===== config.mk =====
export PLATFORM = sky130hd
export DESIGN_NAME = uart_rx_param
export DESIGN_NICKNAME = d
export VERILOG_FILES = /design/src/rtl/uart_rx_param.sv
export SDC_FILE = /design/constraint.sdc
export NUM_CORES = 1
export LEC_CHECK = 0
export ABC_AREA = 1
export CAP_MARGIN = 20
export CORE_MARGIN = 2
export CORE_UTILIZATION = 51
export CTS_CLUSTER_SIZE = 28
export DETAILED_ROUTE_END_ITERATION = 7
export PLACE_DENSITY = 0.79
export SLEW_MARGIN = 25
export SYNTH_ARGS = -nofsm -noshare
export SYNTH_HDL_FRONTEND = slang
export SYNTH_SLANG_ARGS = --single-unit

===== constraint.sdc =====
create_clock -name Clk -period 1.75 [get_ports Clk]
set_input_delay 0.175 -clock Clk [delete_from_list [all_inputs] [get_ports Clk]]
set_output_delay 0.175 -clock Clk [all_outputs]
set_load 0.03 [all_outputs]

===== src/rtl/uart_rx_param.sv =====
// Parametrised UART byte receiver: runtime baud divisor, 5..9 data bits, optional parity,
// one or two stop bits, 3-sample majority voting, parity/framing error reporting.
module uart_rx_param #(
  parameter int DATA_BITS  = 8,
  parameter int OVERSAMPLE = 16,
  parameter int DIV_W      = 16
) (
  input  logic                 Clk,
  input  logic                 Reset_n,
  input  logic                 uart_rx,
  input  logic [DIV_W-1:0]     baud_div,
  input  logic [1:0]           parity_mode,
  input  logic                 stop_bits,
  output logic [DATA_BITS-1:0] Data,
  output logic                 Rx_Done,
  output logic                 parity_err,
  output logic                 frame_err,
  output logic                 busy
);

  localparam int M      = OVERSAMPLE / 2;
  localparam int TICK_W = $clog2(OVERSAMPLE);
  localparam int BIT_W  = 4;

  localparam logic [TICK_W-1:0] TICK_LAST = TICK_W'(OVERSAMPLE - 1);
  localparam logic [TICK_W-1:0] SMP_A     = TICK_W'(M - 1);
  localparam logic [TICK_W-1:0] SMP_B     = TICK_W'(M);
  localparam logic [TICK_W-1:0] SMP_C     = TICK_W'(M + 1);
  localparam logic [BIT_W-1:0]  BIT_LAST  = BIT_W'(DATA_BITS - 1);

  localparam logic [2:0] S_IDLE   = 3'd0;
  localparam logic [2:0] S_START  = 3'd1;
  localparam logic [2:0] S_DATA   = 3'd2;
  localparam logic [2:0] S_PARITY = 3'd3;
  localparam logic [2:0] S_STOP   = 3'd4;
  localparam logic [2:0] S_DONE   = 3'd5;

  logic                 rx_meta_q, rx_sync_q, rx_prev_q;
  logic [2:0]           state_q, state_d;
  logic [DIV_W-1:0]     div_cnt_q, div_cnt_d;
  logic [DIV_W-1:0]     div_lat_q, div_lat_d;
  logic [1:0]           pmode_q, pmode_d;
  logic                 stop2_q, stop2_d;
  logic [TICK_W-1:0]    tick_cnt_q, tick_cnt_d;
  logic [BIT_W-1:0]     bit_cnt_q, bit_cnt_d;
  logic                 stop_idx_q, stop_idx_d;
  logic [1:0]           smp_q, smp_d;
  logic [DATA_BITS-1:0] shift_q, shift_d;
  logic                 par_bit_q, par_bit_d;
  logic                 frame_acc_q, frame_acc_d;
  logic [DATA_BITS-1:0] data_q, data_d;
  logic                 rx_done_q, rx_done_d;
  logic                 parity_err_q, parity_err_d;
  logic                 frame_err_q, frame_err_d;

  logic                 fall;
  logic                 active;
  logic                 tick;
  logic [TICK_W-1:0]    tick_nxt;
  logic                 bit_end;
  logic                 smp_c;
  logic                 maj;
  logic                 par_en;

  // Sync flops reset to the idle-high level so reset release never looks like a start edge.
  always_ff @(posedge Clk) begin
    if (!Reset_n) begin
      rx_meta_q    <= 1'b1;
      rx_sync_q    <= 1'b1;
      rx_prev_q    <= 1'b1;
      state_q      <= S_IDLE;
      div_cnt_q    <= '0;
      div_lat_q    <= '0;
      pmode_q      <= '0;
      stop2_q      <= 1'b0;
      tick_cnt_q   <= '0;
      bit_cnt_q    <= '0;
      stop_idx_q   <= 1'b0;
      smp_q        <= '0;
      shift_q      <= '0;
      par_bit_q    <= 1'b0;
      frame_acc_q  <= 1'b0;
      data_q       <= '0;
      rx_done_q    <= 1'b0;
      parity_err_q <= 1'b0;
      frame_err_q  <= 1'b0;
    end else begin
      rx_meta_q    <= uart_rx;
      rx_sync_q    <= rx_meta_q;
      rx_prev_q    <= rx_sync_q;
      state_q      <= state_d;
      div_cnt_q    <= div_cnt_d;
      div_lat_q    <= div_lat_d;
      pmode_q      <= pmode_d;
      stop2_q      <= stop2_d;
      tick_cnt_q   <= tick_cnt_d;
      bit_cnt_q    <= bit_cnt_d;
      stop_idx_q   <= stop_idx_d;
      smp_q        <= smp_d;
      shift_q      <= shift_d;
      par_bit_q    <= par_bit_d;
      frame_acc_q  <= frame_acc_d;
      data_q       <= data_d;
      rx_done_q    <= rx_done_d;
      parity_err_q <= parity_err_d;
      frame_err_q  <= frame_err_d;
    end
  end

  always_comb begin
    fall     = rx_prev_q & ~rx_sync_q;
    active   = (state_q == S_START) || (state_q == S_DATA) ||
               (state_q == S_PARITY) || (state_q == S_STOP);
    tick     = active && (div_cnt_q == div_lat_q);
    tick_nxt = (tick_cnt_q == TICK_LAST) ? '0 : tick_cnt_q + TICK_W'(1);
    bit_end  = tick && (tick_cnt_q == TICK_LAST);
    // Samples land on the ticks that advance tick_cnt to M-1, M and M+1.
    smp_c    = tick && (tick_nxt == SMP_C);
    maj      = (smp_q[0] & smp_q[1]) | (smp_q[0] & rx_sync_q) | (smp_q[1] & rx_sync_q);
    par_en   = (pmode_q == 2'd1) || (pmode_q == 2'd2);

    state_d      = state_q;
    div_cnt_d    = '0;
    div_lat_d    = div_lat_q;
    pmode_d      = pmode_q;
    stop2_d      = stop2_q;
    tick_cnt_d   = '0;
    bit_cnt_d    = bit_cnt_q;
    stop_idx_d   = stop_idx_q;
    smp_d        = smp_q;
    shift_d      = shift_q;
    par_bit_d    = par_bit_q;
    frame_acc_d  = frame_acc_q;
    data_d       = data_q;
    rx_done_d    = 1'b0;
    parity_err_d = parity_err_q;
    frame_err_d  = frame_err_q;

    if (active) begin
      div_cnt_d  = tick ? '0 : div_cnt_q + DIV_W'(1);
      tick_cnt_d = tick ? tick_nxt : tick_cnt_q;
      if (tick && (tick_nxt == SMP_A)) smp_d[0] = rx_sync_q;
      if (tick && (tick_nxt == SMP_B)) smp_d[1] = rx_sync_q;
    end

    case (state_q)
      S_IDLE: begin
        if (fall) begin
          state_d     = S_START;
          div_lat_d   = baud_div;
          pmode_d     = parity_mode;
          stop2_d     = stop_bits;
          bit_cnt_d   = '0;
          stop_idx_d  = 1'b0;
          smp_d       = '0;
          frame_acc_d = 1'b0;
        end
      end
      S_START: begin
        if (smp_c && maj) state_d = S_IDLE;
        else if (bit_end) state_d = S_DATA;
      end
      S_DATA: begin
        if (smp_c) shift_d = {maj, shift_q[DATA_BITS-1:1]};
        if (bit_end) begin
          if (bit_cnt_q == BIT_LAST) state_d = par_en ? S_PARITY : S_STOP;
          else bit_cnt_d = bit_cnt_q + BIT_W'(1);
        end
      end
      S_PARITY: begin
        if (smp_c) par_bit_d = maj;
        if (bit_end) state_d = S_STOP;
      end
      S_STOP: begin
        if (smp_c) begin
          if (!maj) frame_acc_d = 1'b1;
          // Leave at mid-stop so a start bit right after the stop bit is still caught.
          if (stop_idx_q == stop2_q) state_d = S_DONE;
        end
        if (bit_end) stop_idx_d = 1'b1;
      end
      S_DONE: begin
        state_d      = S_IDLE;
        rx_done_d    = 1'b1;
        data_d       = shift_q;
        parity_err_d = par_en && ((^shift_q ^ par_bit_q) != (pmode_q == 2'd2));
        frame_err_d  = frame_acc_q;
      end
      default: state_d = S_IDLE;
    endcase
  end

  assign Data       = data_q;
  assign Rx_Done    = rx_done_q;
  assign parity_err = parity_err_q;
  assign frame_err  = frame_err_q;
  assign busy       = (state_q != S_IDLE);

endmodule


==> impl_metrics.py <==
metrics = {
    "floorplanning": {
        "dieArea_sq_um": 7513,
        "fp-row-count": 30,
        "coreArea_sq_um": 6719,
        "start_util_pct": 51.88,
        "dieHeight_um": 86.68,
        "boundaryPins": 34,
        "die_x_um": 86.68,
    },
    "synth": {
        "synth_xor_area_share_pct": 6.533,
        "yosys.cell_types.count": 38,
        "synth_compound_area_share_pct": 13.21,
        "netlist_area_sq_um": 3486,
        "synth_simple_gate_area_share_pct": 28.36,
        "synth_nets": 485,
        "synth_fa_ha_area_share_pct": 2.800,
        "synth-seq-cells": 73,
        "syn_avg_cell_area_sq_um": 7.644,
        "synth_top_family_by_area": "simple AND/OR/NAND/NOR gates",
        "ys_seq_area_share_pct": 41.92,
        "muxShareOfSynthArea_pct": 0,
        "syn_inst": 456,
        "yosysWarnings": 0,
    },
    "global_routing": {
        "antenna_found_initial": 0,
        "grt_pass1_wl_um": 13350,
        "track_usage_pct": 22.57,
        "grt_overflow": 0,
        "grt_pass1_vias": 2957,
        "grt_max_degree": 33,
    },
    "route": {
        "wire_per_inst_um": 14.22,
        "antenna_left": 0,
        "drc": 0,
        "vias_per_cell": 5.273,
        "first_iter_violations": 218,
        "vias": 3206,
        "dr.pass1.iters": 5,
        "routed_wl_um": 8644,
    },
    "run_status": {
        "status": "finished with violations",
        "violations": "setup timing",
    },
    "sta": {
        "rsz0062_at_grt": "true",
        "finalClockSkew_ps": 10.81,
        "setup_tns_ps": -95.51,
        "relSlewSlack_pct": 78.10,
        "post-route-min-period_ps": 1778,
        "tightest_slew_ps": 328.1,
        "finalWorstSetupSlack_ps": -27.86,
        "finalSetupViolations": 5,
        "finalCritPeriodShare_pct": 101.6,
        "slew_viol_final": 0,
        "hold_violations": 0,
        "max_clock_freq_mhz": 562.5,
    },
    "worst_setup_path": {
        "worstPathCellList": "ha_4, nand2_4, nand2_2, nand2_2, o21ai_2, nor3b_4, nand3_2, nand2_1, nand2_1, nand2_2, nand3_1, nand2_1, inv_1",
        "arrival_ps": 2040,
        "crit_path_top_delay_cell": "dfxtp_2",
        "worstSetupPathType": "reg2reg",
        "critPathLaunchType": "flip-flop",
        "cp_max_fo": 5,
        "required_ps": 2010,
        "rrSetupSlack_ps": -30,
        "worst_path_largest_cell_delay_ps": 340,
        "end_kind": "flip-flop",
        "ff2ff_path_depth": 13,
    },
    "clocking": {
        "clock_path_buffers": 2,
        "clk_latency_ps": 360,
        "cts_sinks": 73,
        "clkTransAtPathRegs_ps": 80,
        "cts_tree": "built",
        "clockRootBuffer": "clkbuf_8",
        "htree_levels": 3,
        "cts-buffers-inserted": 9,
        "postCtsHoldBufs": 0,
    },
    "cells_and_area": {
        "nFillCells": 501,
        "num_antenna_cells": 0,
        "drive_above_1_share_pct": 27.65,
        "design_area_sq_um": 4599,
        "area_growth_pct": 31.95,
        "final_net_count": 552,
    },
    "worst_hold_path": {
        "hp-class": "in2reg",
        "whs_path_depth": 2,
    },
    "place": {
        "placed_cell_area_sq_um": 4051,
        "gp_congestion": 0.8827,
        "dpl.hpwl_um": 5413,
        "port_buffers": 33,
    },
    "power_and_ir_drop": {
        "p_per_area_nw_per_um2": 1160,
        "leakage_nw": 1.920,
        "max-vdd-ir-drop_v": 0.0007623,
        "p_total_mw": 5.335,
    },
    "job": {
        "max_cap_violations": 0,
    },
}
==> registers in the layout, summed over array words and instances, names as in the netlist <==
| register | count |
|---|---|
| stop_idx_q | 1 |
| Data | 8 |
| div_cnt_q | 16 |
| stop2_q | 1 |
| smp_q | 2 |
| rx_meta_q | 1 |
| frame_err | 1 |
| state_q | 3 |
| Rx_Done | 1 |
| par_bit_q | 1 |
| rx_prev_q | 1 |
| bit_cnt_q | 4 |
| div_lat_q | 16 |
| parity_err | 1 |
| pmode_q | 2 |
| shift_q | 8 |
| rx_sync_q | 1 |
| tick_cnt_q | 4 |
| frame_acc_q | 1 |
==> routing by layer <==
layer	share of wire [%]	track usage, %	wire length [um]	vias up
li1	-	-	-	1605
met4	2.2	10.65	186	0
met3	3.7	4.095	320	18
met5	0	0	0	-
met1	43	28.12	3722	1486
met2	51	37.76	4415	97
==> worst paths after layout <==
| check | start | end |
|---|---|---|
| min reg2reg | rx_meta_q | rx_sync_q |
| max reg2reg | tick_cnt_q[0] | state_q[0] |
| min | uart_rx | rx_meta_q |
| max | tick_cnt_q[0] | state_q[0] |
==> area by class of cell <==
cell class / count / area [sq um] / area share [%]
multi-input cells: 320 / 1992 / 43.31
clock buffers: 9 / 123.9 / 2.693
inverters: 53 / 202.7 / 4.407
clock inverters: 7 / 70.07 / 1.523
flip-flops and latches: 73 / 1491 / 32.43
repair buffers: 66 / 619.3 / 13.47
well taps: 80 / 100.1 / 2.176
==> worst max-delay path, delay by kind of cell (launching register included) <==
| family | cells | cell delay (ps) |
|---|---|---|
| AO/OA/AOI/OAI | 1 | 70 |
| adder cells (fa/ha/maj) | 1 | 170 |
| buffers and inverters | 1 | 30 |
| flip-flops | 1 | 340 |
| AND/OR/NAND/NOR | 10 | 1060 |
==> Yosys cell counts <==
cell type / count / area, sq um
nand3b_1: 2 / 15.01
a21oi_1: 33 / 165.2
and3_1: 1 / 6.260
xor2_1: 10 / 87.58
maj3_1: 1 / 10.01
nand3_4: 2 / 35.03
nor2_8: 2 / 40.04
nand2_2: 6 / 37.54
nor2_2: 4 / 25.02
clkinv_1: 1 / 3.750
or2_2: 4 / 25.02
o21ai_1: 2 / 10.01
buf_6: 1 / 11.26
nor2_1: 74 / 277.8
nand3_2: 2 / 20.02
clkbuf_1: 6 / 22.52
nand3_1: 16 / 80.08
dfxtp_1: 73 / 1461
nand4_1: 6 / 37.54
o31ai_1: 1 / 7.510
clkinv_2: 1 / 5.000
nand2_4: 2 / 22.52
inv_1: 46 / 172.7
nor3b_1: 4 / 30.03
nand2_1: 70 / 262.8
nor3_2: 3 / 30.03
buf_4: 1 / 7.510
o211ai_1: 2 / 15.01
o21ai_0: 35 / 175.2
a211oi_2: 4 / 50.05
inv_2: 5 / 18.77
ha_1: 7 / 87.58
nor3_1: 5 / 25.02
a211oi_1: 5 / 37.54
buf_2: 1 / 5.000
nor3b_4: 1 / 18.77
xnor2_1: 16 / 140.1
buf_1: 1 / 3.750
==> through the flow <==
step                      hold WS [ps]  utilization, %  worst slack, ps  instances
after floorplan                  281.6               -            4.662        456
after global placement           401.3           60.30           -2.722        582
final                            390.7           68.45           -27.86        608
after detailed placement         406.8           60.30           -93.50        582
after CTS                        385.0           64.30           -45.27        601
after global routing             392.0           68.45           -183.4        608
==> power breakdown <==
part	total, mW	leakage, nW	switching [mW]	internal, mW
registers	1.95	0.600	0.128	1.82
clock network	1.32	0.0994	0.658	0.657
logic	2.07	1.22	1.27	0.801
==> repair_timing <==
item | in CTS | in global routing
gates cloned | 0 | 1
setup endpoints to repair | 15 | 37
pin swaps | 9 | 20
gates resized for setup | 18 | 62
setup buffers | 3 | 6
==> kinds of logic (layout without fill, tap and decap cells) <==
kind of cell	Yosys count	after routing
DFF	73	73
and+or+nand+nor	204	204
buffers and inverters	63	135
AOI/OAI and AO/OA	82	82
xor gates and xnor gates	26	26
adders and majority gates	8	8
==> cells in the final DEF, fill, tap and decap left out, types with 10 or more instances in the layout <==
cell             netlist  layout
xor2_1                10      10
nor2_2                 4      11
nand3_1               16      12
a21oi_1               33      32
nand2_1               70      55
inv_1                 46      42
nand2_2                6      17
nor2_1                74      64
clkdlybuf4s50_1        0      32
buf_4                  1      30
dfxtp_1               73      59
o21ai_0               35      34
xnor2_1               16      10
(Power assumes the default switching activity.)
